<file path="src/rtl/uart_rx_port_pkg.sv">
// Shared types and constants for the OrgaSmall UART receive port.
// Interrupt bit positions match what the system's change-detecting controller expects.
package orga_small_uart_pkg;

    typedef enum logic [2:0] {
        IDLE  = 3'd0,
        START = 3'd1,
        DATA  = 3'd2,
        STOP  = 3'd3,
        BREAK = 3'd4
    } rx_state_t;

    localparam int INT_BIT_RX           = 0;
    localparam int INT_BIT_FERR         = 1;
    localparam int DEFAULT_CLKS_PER_BIT = 16;

endpackage

</file>
<file path="src/rtl/uart_rx_port_if.sv">
// Bundle between the serial line / system ports and the UART receiver.
// The slave side is the receiver; the master side is the line driver plus the system.
interface uart_rx_port_if;

    logic       rx;
    logic [7:0] portInput;
    logic [7:0] portInterrupt;
    logic       rxValid;
    logic       busy;

    modport master (
        output rx,
        input  portInput,
        input  portInterrupt,
        input  rxValid,
        input  busy
    );

    modport slave (
        input  rx,
        output portInput,
        output portInterrupt,
        output rxValid,
        output busy
    );

endinterface

</file>
<file path="src/rtl/uart_rx_port_sync.sv">
// Two-flop synchronizer on the falling clock edge; resets to the idle-high line level
// so that reset release never looks like a start bit.
module sync_2ff (
    input  logic clk,
    input  logic reset,
    input  logic d_i,
    output logic q_o
);

    logic meta_q;
    logic sync_q;

    // Metastability filter chain
    always_ff @(negedge clk or posedge reset) begin
        if (reset) begin
            meta_q <= 1'b1;
            sync_q <= 1'b1;
        end else begin
            meta_q <= d_i;
            sync_q <= meta_q;
        end
    end

    assign q_o = sync_q;

endmodule

</file>
<file path="src/rtl/uart_rx_port.sv">
// 8N1 UART receiver feeding portInput/portInterrupt of the OrgaSmall system.
// Good bytes toggle interrupt bit0, framing errors toggle bit1; everything updates on negedge clk.
module uart_rx_port
    import orga_small_uart_pkg::*;
#(
    parameter int CLKS_PER_BIT = DEFAULT_CLKS_PER_BIT
) (
    input  logic           clk,
    input  logic           reset,
    uart_rx_port_if.slave  bus
);

    localparam int CNT_W = $clog2(CLKS_PER_BIT);
    localparam logic [CNT_W-1:0] HALF_CNT = CNT_W'(CLKS_PER_BIT / 2 - 1);
    localparam logic [CNT_W-1:0] LAST_CNT = CNT_W'(CLKS_PER_BIT - 1);

    logic             rxs_s;
    logic             rxs_prev_q;
    rx_state_t        state_q,  state_d;
    logic [CNT_W-1:0] cnt_q,    cnt_d;
    logic [2:0]       bit_q,    bit_d;
    logic [7:0]       shift_q,  shift_d;
    logic [7:0]       data_q,   data_d;
    logic [1:0]       irq_q,    irq_d;
    logic             valid_q,  valid_d;
    logic             busy_q;

    sync_2ff u_sync (
        .clk   (clk),
        .reset (reset),
        .d_i   (bus.rx),
        .q_o   (rxs_s)
    );

    // State, counters and registered outputs
    always_ff @(negedge clk or posedge reset) begin
        if (reset) begin
            rxs_prev_q <= 1'b1;
            state_q    <= IDLE;
            cnt_q      <= '0;
            bit_q      <= 3'd0;
            shift_q    <= 8'h00;
            data_q     <= 8'h00;
            irq_q      <= 2'b00;
            valid_q    <= 1'b0;
            busy_q     <= 1'b0;
        end else begin
            rxs_prev_q <= rxs_s;
            state_q    <= state_d;
            cnt_q      <= cnt_d;
            bit_q      <= bit_d;
            shift_q    <= shift_d;
            data_q     <= data_d;
            irq_q      <= irq_d;
            valid_q    <= valid_d;
            busy_q     <= (state_d != IDLE);
        end
    end

    // Frame sequencing: start validation, mid-bit sampling, stop check, break recovery
    always_comb begin
        state_d = state_q;
        cnt_d   = cnt_q + CNT_W'(1);
        bit_d   = bit_q;
        shift_d = shift_q;
        data_d  = data_q;
        irq_d   = irq_q;
        valid_d = 1'b0;

        case (state_q)
            IDLE: begin
                cnt_d = '0;
                if (rxs_prev_q && !rxs_s) begin
                    state_d = START;
                end else begin
                    state_d = IDLE;
                end
            end

            START: begin
                if (cnt_q == HALF_CNT) begin
                    if (rxs_s) begin
                        state_d = IDLE;
                        cnt_d   = '0;
                    end else begin
                        state_d = DATA;
                        cnt_d   = '0;
                        bit_d   = 3'd0;
                    end
                end else begin
                    state_d = START;
                end
            end

            DATA: begin
                if (cnt_q == LAST_CNT) begin
                    shift_d = {rxs_s, shift_q[7:1]};
                    cnt_d   = '0;
                    if (bit_q == 3'd7) begin
                        state_d = STOP;
                    end else begin
                        bit_d   = bit_q + 3'd1;
                    end
                end else begin
                    state_d = DATA;
                end
            end

            STOP: begin
                if (cnt_q == LAST_CNT) begin
                    cnt_d = '0;
                    if (rxs_s) begin
                        data_d             = shift_q;
                        irq_d[INT_BIT_RX]  = ~irq_q[INT_BIT_RX];
                        valid_d            = 1'b1;
                        state_d            = IDLE;
                    end else begin
                        irq_d[INT_BIT_FERR] = ~irq_q[INT_BIT_FERR];
                        state_d             = BREAK;
                    end
                end else begin
                    state_d = STOP;
                end
            end

            // A held-low line must report only one error, so wait for idle-high first
            BREAK: begin
                cnt_d = '0;
                if (rxs_s) begin
                    state_d = IDLE;
                end else begin
                    state_d = BREAK;
                end
            end

            default: begin
                state_d = IDLE;
                cnt_d   = '0;
            end
        endcase
    end

    assign bus.portInput     = data_q;
    assign bus.portInterrupt = {6'b000000, irq_q};
    assign bus.rxValid       = valid_q;
    assign bus.busy          = busy_q;

endmodule

</file>
<file path="src/flat_wrapper.sv">
// flat-port wrapper written by rule: the top's interface ports become plain ports
module uart_rx_port_flat import orga_small_uart_pkg::*;
#(
    parameter int CLKS_PER_BIT = DEFAULT_CLKS_PER_BIT
)
  (clk, reset, bus_rx, bus_portInput, bus_portInterrupt, bus_rxValid, bus_busy);
  uart_rx_port_if bus_i ();
  input  logic clk;
  input  logic reset;
  input wire logic [$bits(bus_i.rx)-1:0] bus_rx;
  output wire logic [$bits(bus_i.portInput)-1:0] bus_portInput;
  output wire logic [$bits(bus_i.portInterrupt)-1:0] bus_portInterrupt;
  output wire logic [$bits(bus_i.rxValid)-1:0] bus_rxValid;
  output wire logic [$bits(bus_i.busy)-1:0] bus_busy;
  assign bus_i.rx = bus_rx;
  assign bus_portInput = bus_i.portInput;
  assign bus_portInterrupt = bus_i.portInterrupt;
  assign bus_rxValid = bus_i.rxValid;
  assign bus_busy = bus_i.busy;
  uart_rx_port #(.CLKS_PER_BIT(CLKS_PER_BIT)) u_core (.clk(clk), .reset(reset), .bus(bus_i));
endmodule
</file>
<file path="config.mk">
export PLATFORM = sky130hd
export DESIGN_NAME = uart_rx_port_flat
export DESIGN_NICKNAME = d
export VERILOG_FILES = /design/src/rtl/uart_rx_port_pkg.sv /design/src/rtl/uart_rx_port_if.sv /design/src/rtl/uart_rx_port_sync.sv /design/src/rtl/uart_rx_port.sv /design/src/flat_wrapper.sv
export SDC_FILE = /design/constraint.sdc
export NUM_CORES = 1
export LEC_CHECK = 0
export CAP_MARGIN = 10
export CORE_MARGIN = 2
export CORE_UTILIZATION = 37
export CTS_BUF_LIST = sky130_fd_sc_hd__clkbuf_4 sky130_fd_sc_hd__clkbuf_8
export CTS_CLUSTER_DIAMETER = 40
export DETAILED_ROUTE_END_ITERATION = 10
export HOLD_SLACK_MARGIN = 0.05
export PLACE_DENSITY = 0.61
export SLEW_MARGIN = 20
export SYNTH_ARGS = -nofsm -noshare
export SYNTH_HDL_FRONTEND = slang
export SYNTH_SLANG_ARGS = --single-unit
</file>
<file path="constraint.sdc">
create_clock -name clk -period 3.5 [get_ports clk]
set_input_delay 0.525 -clock clk [delete_from_list [all_inputs] [get_ports clk]]
set_output_delay 0.525 -clock clk [all_outputs]
set_load 0.02 [all_outputs]
</file>
# --- Yosys cells after proc, flatten, opt, wreduce, memory -nomap -nowiden ---
# Cells that the tools add are included.
totals:
  in_bits: 3
  wordCells: 57
  ff_bits: 33
  out_inout_bits: 18
op_classes:
  n_mux: 19
  reduce_logical: 10
  eq_ne: 11
  addsub: 2
  bitwise_logic: 3
op_table:
  columns: ["operator", "count"]
  rows:
  - ["3-bit two-way mux", 8]
  - ["3-bit case mux with 5 select lines", 1]
  - ["4-bit two-way mux", 2]
  - ["4-bit case mux with 2 select lines", 1]
  - ["3-bit by 2-bit equality test with 1-bit output, second input constant", 2]
  - ["3-bit equality test, second input constant", 2]
  - ["3-bit case mux with 2 select lines", 1]
  - ["3-bit AND reduction", 2]
  - ["5-bit AND reduction", 1]
  - ["4-bit by 1-bit adder with 4-bit output, second input constant", 1]
  - ["4-bit by 3-bit equality test with 1-bit output, second input constant", 1]
  - ["4-bit equality test, second input constant", 1]
  - ["1-bit two-way mux", 4]
  - ["2-bit two-way mux", 2]
  - ["2-bit by 1-bit != test with 1-bit output, second input constant", 2]
  - ["2-bit != test, second input constant", 2]
  - ["3-bit by 1-bit adder with 3-bit output, second input constant", 1]
  - ["3-bit by 1-bit equality test with 1-bit output, second input constant", 1]
  - ["3-bit zero test", 1]
  - ["1-bit NOT", 3]
  - ["3-bit nonzero test", 1]
  - ["2-bit AND reduction", 1]
  - ["2-bit nonzero test", 1]
  - ["2-bit OR reduction", 1]
  - ["other kinds (2)", 2]

# --- Longest topological paths before layout ---
# Gate-level depths: netlist of the first run.
depth:
  word_depth: 5
  mapped_depth: 6
  ltp_nobuf: 5

# --- Modules after synthesis ---
# A second synthesis of the first run with hierarchy kept.
unflattened:
  hier_cells: 106
  area_unflattened_um2: 1413.9
by_module_without_submodules:
  columns: ["mod", "cells_each", "n_inst", "seq_area_each_um2", "area_per_inst_um2"]
  rows:
  - ["uart_rx_port", 102, 1, 777.0, 1353.8]
  - ["sync_2ff", 4, 1, 52.6, 60.1]

==> flow_metrics.tcl, run 1 <==
set metrics [dict create \
    clockBufferDepth 2 \
    worstSetupPathType "register to primary output" \
    diodes 0 \
    cts_tree "yes" \
    power.internal_mw 0.709 \
    slowest_delay_ps 420 \
    p_per_area_mw_per_mm2 577 \
    num_rows 22 \
    yosys_warnings 0 \
    drt-total-wl_mm 2.37 \
    clock-sinks 33 \
    grt_pass1_wl_mm 4.11 \
    core_area_mm2 0.00374 \
    antenna_found_initial 0 \
    crit_path_end_kind "primary output" \
    fin_setup_tns_ps 0 \
    seqPwrFrac_pct 47.7 \
    final-hold-violation-count 0 \
    p_total_mw 1.01 \
    fp.dieH_um 67.1 \
    track_usage_pct 12.8 \
    vias 892 \
    peakVddDrop_uv 254 \
    clkLatencyLatePin_ps 340 \
    synth_edf_count 0 \
    cts_buffers 5 \
    dp_hpwl_mm 1.69 \
    place_congestion 0.712 \
    r2r_end "u_core.bus.portInput[0]" \
    nets 142 \
    synthFlopType "dfrtn_1" \
    die-area_mm2 0.00450 \
    yosysUniqueCellTypes 30 \
    yosysSeqAreaShare_pct 56.3 \
    htreeDepth 2 \
    pre_cts_ws_ps 208 \
    rsz0062_at_grt "no" \
    required_ps 2970 \
    r2r_setup_slack_ps 1570 \
    pwr-share-clk_pct 35.8 \
    io_pins 21 \
    area_delta_synth_final_pct 18.4 \
    stdcell_count 185 \
    drv_slew 0 \
    synth.top_cell.area_share_pct 50.9 \
    outcome "complete, no violations" \
    cp_slowest_cell "dfrtn_1" \
    drive_above_1_share_pct 22.6 \
    ys_seq_elements 33 \
    worstPathCellList "dlygate4sd2_1" \
    drtIter0Drc 17 \
    drc 0 \
    hold_ws_ps 348 \
    path_buf_inv 1 \
    drt-pass1-iter-count 4 \
    start_util_pct 39.4 \
    leakagePower_nw 0.919 \
    via_per_inst 4.82 \
    maxSlewHeadroom_pct 66.3 \
    comb_power_share_pct 16.5 \
    async_flop_share_pct 100 \
    worstHoldPathCells 0 \
    crit_path_max_fanout 2 \
    min_from "u_core.u_sync.meta_q" \
    cp_top_family "flip-flops" \
    synth.area.top_cells "dfrtn_1 (51%), mux2_2 (12%), dfstp_2 (5.3%)" \
    first_global_vias 872 \
    clk_pin_slew_ps 50 \
    reg2reg_depth 4 \
    wire_per_inst_um 12.8 \
    yosysTopAreaCell "dfrtn_1" \
    swShare_pct 29.7 \
    whs_endpoint "u_core.u_sync.q_o" \
    io_buffer_count 14 \
    p_sw_mw 0.299 \
    r2r_start "u_core.cnt_q[0]" \
    drv_cap 0 \
    dpl.cell_count 175 \
    worstSetupStartpointType "register" \
    syn_area_mm2 0.00147 \
    setup_ws_ps 179 \
    cp.arrival_ps 2800 \
    min_path_type "register to register" \
    grt-ovfl-total 0 \
    die_w_um 67.1 \
    grt_max_degree 13 \
    clockRootBuffer "clkbuf_8" \
    syn_avg_cell_area_um2 12.7 \
    setup_viol 0 \
    fin_worst_skew_ps 53.4 \
    final_antenna_net_count 0 \
    synth_cells 116 \
    worst_pin_slew_ps 506 \
]
-- state kept, by name, summed over array words and instances, names as in the netlist --
register              count
u_core.bus.portInput      8
u_core.shift_q            8
u_core.cnt_q              4
u_core.bit_q              3
u_core.state_q            3
u_core.irq_q              2
u_core.bus.busy           1
u_core.bus.rxValid        1
u_core.rxs_prev_q         1
u_core.u_sync.meta_q      1
u_core.u_sync.q_o         1
-- timing repair --
action                                  in CTS  in global routing
endpoints found under the setup margin      12                  0
resized for setup                           12                  0
hold buffers                                 0                  0
setup buffers                                0                  0
-- cells in the mapped netlist (2+ instances only) --
master    n
a21oi_1   4
buf_4     7
buf_6     3
dfrtn_1  30
dfstp_2   3
ha_1      3
inv_1     9
mux2_2   16
mux2i_1   2
nand2_1   5
nand3_1   3
nor2_1    8
nor3_1    2
o21ai_0   2
xnor2_1   4
-- worst reg2reg max path, delay by kind of cell (launching register included) --
kind,cells,cell delay (ps)
flops,1,440
mux,1,400
simple gates,2,650
fa+ha+maj,1,280
-- layout by cell type, fill, tap and decap left out, drive strengths merged, types with 2 or more instances in the layout --
| cell type | instances |
|---|---|
| dfrtn | 30 |
| nand2 | 5 |
| and3 | 2 |
| ha | 3 |
| xnor2 | 4 |
| clkdlybuf4s50 | 2 |
| o21ai | 2 |
| mux2 | 17 |
| nor2 | 8 |
| conb | 6 |
| dlygate4sd2 | 12 |
| a21oi | 4 |
| clkbuf | 5 |
| inv | 12 |
| dfstp | 3 |
| buf | 2 |
| nor3 | 2 |
| nand3 | 3 |
| mux2i | 2 |
-- power groups by stage --
stage,registers (mW),logic [mW],clock network [mW]
floorplan,0.468,0.150,0.00713
global placement,0.481,0.163,0.00713
detailed placement,0.486,0.170,0.00713
CTS,0.480,0.167,0.367
global route,0.487,0.187,0.385
finish,0.481,0.166,0.361
-- layer usage --
layer	global-route usage (%)	wire length, µm	part of all wire (%)	up-vias
li1	-	-	-	428
met1	15.4	1090	46	438
met2	18.3	1100	46	19
met3	3.89	88	3.7	7
met4	11.2	85	3.6	0
met5	0	0	0	-
-- per-stage QoR --
stage	utilization (%)	area (µm²)
after floorplan	-	1490
after global placement	44.0	1650
after detailed placement	44.0	1650
after CTS	46.6	1750
after global routing	46.6	1750
final	46.6	1750
-- cell families (layout without fill, tap and decap cells) --
group / count (synthesis) / in the layout / share of synthesized area, %
flops: 33 / 33 / 56.3
other cells: 1 / 6 / 0.254
compound gates: 12 / 12 / 6.62
buf+inv: 19 / 35 / 8.15
xor+xnor: 5 / 5 / 2.97
simple gates: 24 / 24 / 8.57
fa+ha+maj: 3 / 3 / 2.55
mux: 19 / 19 / 14.6
-- final cells by class --
type | count | area, µm²
Fill cell | 355 | 2000
Sequential cell | 33 | 830
Multi-Input combinational cell | 69 | 543
Timing Repair Buffer | 16 | 165
Clock buffer | 5 | 68.8
Tap cell | 48 | 60.1
Clock inverter | 6 | 48.8
Inverter | 8 | 30.0
-- worst max path at each step --
stage	startpoint	endpoint	slack (ps)	depth (start not counted)
floorplan	reset	u_core.bit_q[0]	600	1
global placement	u_core.irq_q[1]	bus_portInterrupt[1]	220	1
detailed placement	u_core.irq_q[1]	bus_portInterrupt[1]	210	1
CTS	u_core.irq_q[1]	bus_portInterrupt[1]	170	1
global route	u_core.irq_q[0]	bus_portInterrupt[0]	140	1
finish	u_core.irq_q[1]	bus_portInterrupt[1]	180	1
(Power assumes the default switching activity.)
==> run 2, diff against run 1 <==
- CORE_UTILIZATION: 37 -> 35
- GPL_ROUTABILITY_DRIVEN: unset -> 0
- PLACE_DENSITY: 0.61 -> unset
==> run 2 against run 1 <==
Against the previous run: total power grew 6.2%; routed wire length shrank 3.6%; clock-buffer cell count is the same; critical path depth is the same; sequential power is essentially flat; setup slack lost 1.8 ps; critical endpoint unchanged.
==> flow_metrics.tcl, run 2 (same netlist as run 1, synthesis figures left out) <==
set metrics [dict create \
    path_buf_inv 1 \
    drt-pass1-iter-count 4 \
    worstSetupStartpointType "register" \
    worstHoldPathCells 0 \
    layout_common_cells "dfrtn_1 (30), mux2_2 (16), dlygate4sd2_1 (12), inv_1 (11), nor2_1 (8)" \
    drv_cap 0 \
    rsz0062_at_grt "no" \
    antenna_found_initial 0 \
    r2r_end "u_core.bus.portInput[5]" \
    clkLatencyLatePin_ps 340 \
    cts_buffers 5 \
    min_path_type "register to register" \
    post_cts_buffers 0 \
    start_util_pct 36.6 \
    slowest_delay_ps 420 \
    area_delta_synth_final_pct 19.1 \
    pwr-share-clk_pct 40.4 \
    crit_path_end_kind "primary output" \
    final_antenna_net_count 0 \
    setup_viol 0 \
    outcome "complete, no violations" \
    drv_slew 0 \
    cp.arrival_ps 2800 \
    reg2reg_depth 4 \
    power.internal_mw 0.782 \
    worstPathCellList "dlygate4sd2_1" \
    cp_top_family "flip-flops" \
    vias 880 \
    cts_tree "yes" \
    grt_max_degree 34 \
    drt-total-wl_mm 2.29 \
    comb_power_share_pct 15.0 \
    peakVddDrop_uv 283 \
    fp.dieH_um 68.9 \
    drc 0 \
    required_ps 2970 \
    final_common_cell "dfrtn_1" \
    fin_worst_skew_ps 50.7 \
    die-area_mm2 0.00475 \
    first_global_vias 845 \
    p_total_mw 1.07 \
    io_pins 21 \
    clockRootBuffer "clkbuf_8" \
    drtIter0Drc 23 \
    wire_per_inst_um 12.3 \
    fin_setup_tns_ps 0 \
    htreeDepth 2 \
    track_usage_pct 11.8 \
    postLayoutCoreUtil_pct 43.6 \
    r2r_setup_slack_ps 1600 \
    worstSetupPathType "register to primary output" \
    io_buffer_count 14 \
    clk_pin_slew_ps 50 \
    whs_endpoint "u_core.u_sync.q_o" \
    grt_pass1_wl_mm 3.91 \
    dp_hpwl_mm 1.62 \
    cp_slowest_cell "dfrtn_1" \
    seqPwrFrac_pct 44.7 \
    p_sw_mw 0.289 \
    crit_path_max_fanout 2 \
    num_rows 23 \
    die_w_um 68.9 \
    grt-ovfl-total 0 \
    final-hold-violation-count 0 \
    swShare_pct 27.0 \
    diodes 0 \
    core_area_mm2 0.00403 \
    min_from "u_core.u_sync.meta_q" \
    r2r_start "u_core.cnt_q[0]" \
    clock-sinks 33 \
    via_per_inst 4.73 \
    leakagePower_nw 0.921 \
    p_per_area_mw_per_mm2 610 \
    hold_buffers 0 \
    drive_above_1_share_pct 23.5 \
    nets 141 \
    clockBufferDepth 2 \
]
run 2: cell types whose count changed in the layout (fill, tap and decap cells not counted), sizes merged:
cell | before | now
buf | 2 | 1
inv | 12 | 11
bufinv | 1 | 2
run 2: metal layers:
metal / global-route usage [%] / vias to the layer above / routed length (µm)
met5: 0 / - / 0
met4: 8.09 / 0 / 76
met3: 4.38 / 6 / 78
met2: 16.7 / 16 / 1100
met1: 14.8 / 436 / 1030
li1: - / 422 / -
run 2: how the worst max path moves through the flow:
| stage | from | end | depth (start not counted) | slack, ps |
|---|---|---|---|---|
| floorplan | reset | u_core.bit_q[0] | 1 | 600 |
| global placement | u_core.irq_q[0] | bus_portInterrupt[0] | 1 | 220 |
| detailed placement | u_core.irq_q[1] | bus_portInterrupt[1] | 1 | 200 |
| CTS | u_core.irq_q[1] | bus_portInterrupt[1] | 1 | 160 |
| global route | u_core.irq_q[1] | bus_portInterrupt[1] | 1 | 130 |
| finish | u_core.irq_q[1] | bus_portInterrupt[1] | 1 | 180 |
run 2: final cells by class:
type	instances	area, µm²
Clock inverter	6	76.3
Sequential cell	33	830
Tap cell	50	62.6
Inverter	8	30.0
Timing Repair Buffer	15	145
Clock buffer	5	68.8
Fill cell	403	2270
Multi-Input combinational cell	69	543
run 2: power by group through the flow:
| stage | clock, mW | sequential, mW | combinational [mW] |
|---|---|---|---|
| 3_5_place_dp | 0.00713 | 0.485 | 0.166 |
| 5_1_grt | 0.467 | 0.487 | 0.184 |
| 6_report | 0.432 | 0.478 | 0.160 |
| 4_1_cts | 0.445 | 0.478 | 0.163 |
| 2_1_floorplan | 0.00713 | 0.468 | 0.150 |
| 3_3_place_gp | 0.00713 | 0.482 | 0.161 |
run 2: metrics by stage:
step	instance area [µm²]	cells	setup WS, ps	hold WS, ps
2_1_floorplan	1490	121	600	345
3_3_place_gp	1630	176	218	348
3_5_place_dp	1630	176	201	349
4_1_cts	1760	186	157	350
5_1_grt	1760	186	127	360
6_report	1760	186	177	349
run 2: timing repair:
action	CTS	global route
gates resized for setup	12	0
setup endpoints to repair	12	0
endpoints found under the hold margin	0	0
==> run 3, diff against run 2 <==
- CELL_PAD_IN_SITES_DETAIL_PLACEMENT: unset -> 0
- CELL_PAD_IN_SITES_GLOBAL_PLACEMENT: unset -> 1
- PLACE_DENSITY_LB_ADDON: unset -> 0.1
- SKIP_LAST_GASP: unset -> 1
==> run 3 against run 2 <==
Against the previous run: via count decreased by 1.1%; design area is 1.4% lower; largest power group unchanged; utilization down 0.59 points; combinational power grew 3%; total power is 11% lower; first-iteration DRC count fell by 26%; worst hold slack barely moved; flip-flop and latch count unchanged; clock skew is 0.86 ps lower; setup slack improved by 6.7 ps.
==> flow_metrics.tcl, run 3 (same netlist as run 1, synthesis figures left out) <==
set metrics [dict create \
    outcome "complete, no violations" \
    wire_per_inst_um 12.9 \
    grt_max_degree 20 \
    io_pins 21 \
    crit_path_end_kind "primary output" \
    min_path_type "register to register" \
    layout_common_cells "dfrtn_1 (30), mux2_2 (16), dlygate4sd2_1 (12), inv_1 (11), nor2_1 (8)" \
    final-hold-violation-count 0 \
    p_per_area_mw_per_mm2 550 \
    die-area_mm2 0.00475 \
    final_common_cell "dfrtn_1" \
    drtIter0Drc 17 \
    cts_buffers 5 \
    rsz0062_at_grt "no" \
    path_buf_inv 1 \
    required_ps 2970 \
    fp.dieH_um 68.9 \
    core_area_mm2 0.00403 \
    grt-ovfl-total 0 \
    clk_pin_slew_ps 50 \
    cp_top_family "flip-flops" \
    grt_pass1_wl_mm 4.24 \
    clock-sinks 33 \
    r2r_setup_slack_ps 1580 \
    leakagePower_nw 0.914 \
    hold_buffers 0 \
    drc 0 \
    first_global_vias 873 \
    drv_slew 0 \
    worstSetupStartpointType "register" \
    setup_ws_ps 183 \
    peakVddDrop_uv 301 \
    start_util_pct 36.6 \
    crit_start "u_core.irq_q[1]" \
    crit_path_max_fanout 2 \
    clockRootBuffer "clkbuf_8" \
    fin_worst_skew_ps 49.8 \
    drt-total-wl_mm 2.42 \
    nets 143 \
    track_usage_pct 12.6 \
    worstPathCellList "dlygate4sd2_1" \
    cp_slowest_cell "dfrtn_1" \
    setup_viol 0 \
    drt-pass1-iter-count 4 \
    postLayoutCoreUtil_pct 43.0 \
    crit_cells 1 \
    p_total_mw 0.953 \
    die_w_um 68.9 \
    io_buffer_count 14 \
    slowest_delay_ps 420 \
    drv_cap 0 \
    post_cts_resized 12 \
    cp.arrival_ps 2790 \
    dr_wl_met2_mm 1.19 \
    pre_cts_ws_ps 211 \
    clkLatencyLatePin_ps 330 \
    htreeDepth 2 \
    num_rows 23 \
    cts_tree "yes" \
    dr_wl_met3_um 101 \
    final_antenna_net_count 0 \
    r2r_end "u_core.bit_q[0]" \
    fill_cells 396 \
    clockBufferDepth 2 \
    dp_hpwl_mm 1.69 \
    area_delta_synth_final_pct 17.5 \
    vias 870 \
    endpoint "bus_portInterrupt[1]" \
    wl_met1_mm 1.10 \
    reg2reg_depth 5 \
    via_per_inst 4.63 \
    worstSetupPathType "register to primary output" \
    drive_above_1_share_pct 24.6 \
    top_layer "met4" \
    fin_setup_tns_ps 0 \
    r2r_start "u_core.cnt_q[0]" \
    antenna_found_initial 0 \
    hold_ws_ps 349 \
    diodes 0 \
    post_cts_buffers 0 \
]
==> run 3: stage by stage <==
step	area (µm²)	cells
after global routing	1730	188
after CTS	1730	188
after floorplan	1490	121
final	1730	188
after detailed placement	1640	178
after global placement	1640	178
==> run 3: per-layer routing <==
metal,vias up,global-route usage [%]
li1,425,-
met4,0,7.35
met3,2,3.41
met5,-,0
met1,427,16.2
met2,16,19.1
==> run 3: worst register-to-register path: stages (launching register included) <==
cell and delay (ps):
dfrtn_1 430, ha_1 290, and4b_1 300, and3_4 320, a32oi_4 100, mux2_4 320
==> run 3: layout make-up <==
type / instances / area [µm²] / share of cell area, %
timing repair buffer: 17 / 160 / 9.25
tap: 50 / 62.6 / 3.61
clock inverter: 4 / 16.3 / 0.939
inverter: 8 / 30.0 / 1.73
multi-input combinational: 69 / 543 / 31.4
sequential: 33 / 830 / 47.9
clock buffer: 7 / 90.1 / 5.20
==> run 3: how the worst min path moves through the flow <==
stage                              start           endpoint  cells past startpoint
global route        u_core.u_sync.meta_q  u_core.u_sync.q_o                      0
detailed placement  u_core.u_sync.meta_q  u_core.u_sync.q_o                      0
floorplan           u_core.u_sync.meta_q  u_core.u_sync.q_o                      0
finish              u_core.u_sync.meta_q  u_core.u_sync.q_o                      0
global placement    u_core.u_sync.meta_q  u_core.u_sync.q_o                      0
CTS                 u_core.u_sync.meta_q  u_core.u_sync.q_o                      0
==> run 3: power breakdown <==
| part | leakage [nW] | switching [mW] | total [mW] | internal [mW] |
|---|---|---|---|---|
| Sequential | 0.437 | 0.0517 | 0.479 | 0.427 |
| Clock | 0.0676 | 0.139 | 0.310 | 0.171 |
| Combinational | 0.410 | 0.0956 | 0.165 | 0.0690 |
| Total | 0.914 | 0.286 | 0.953 | 0.667 |
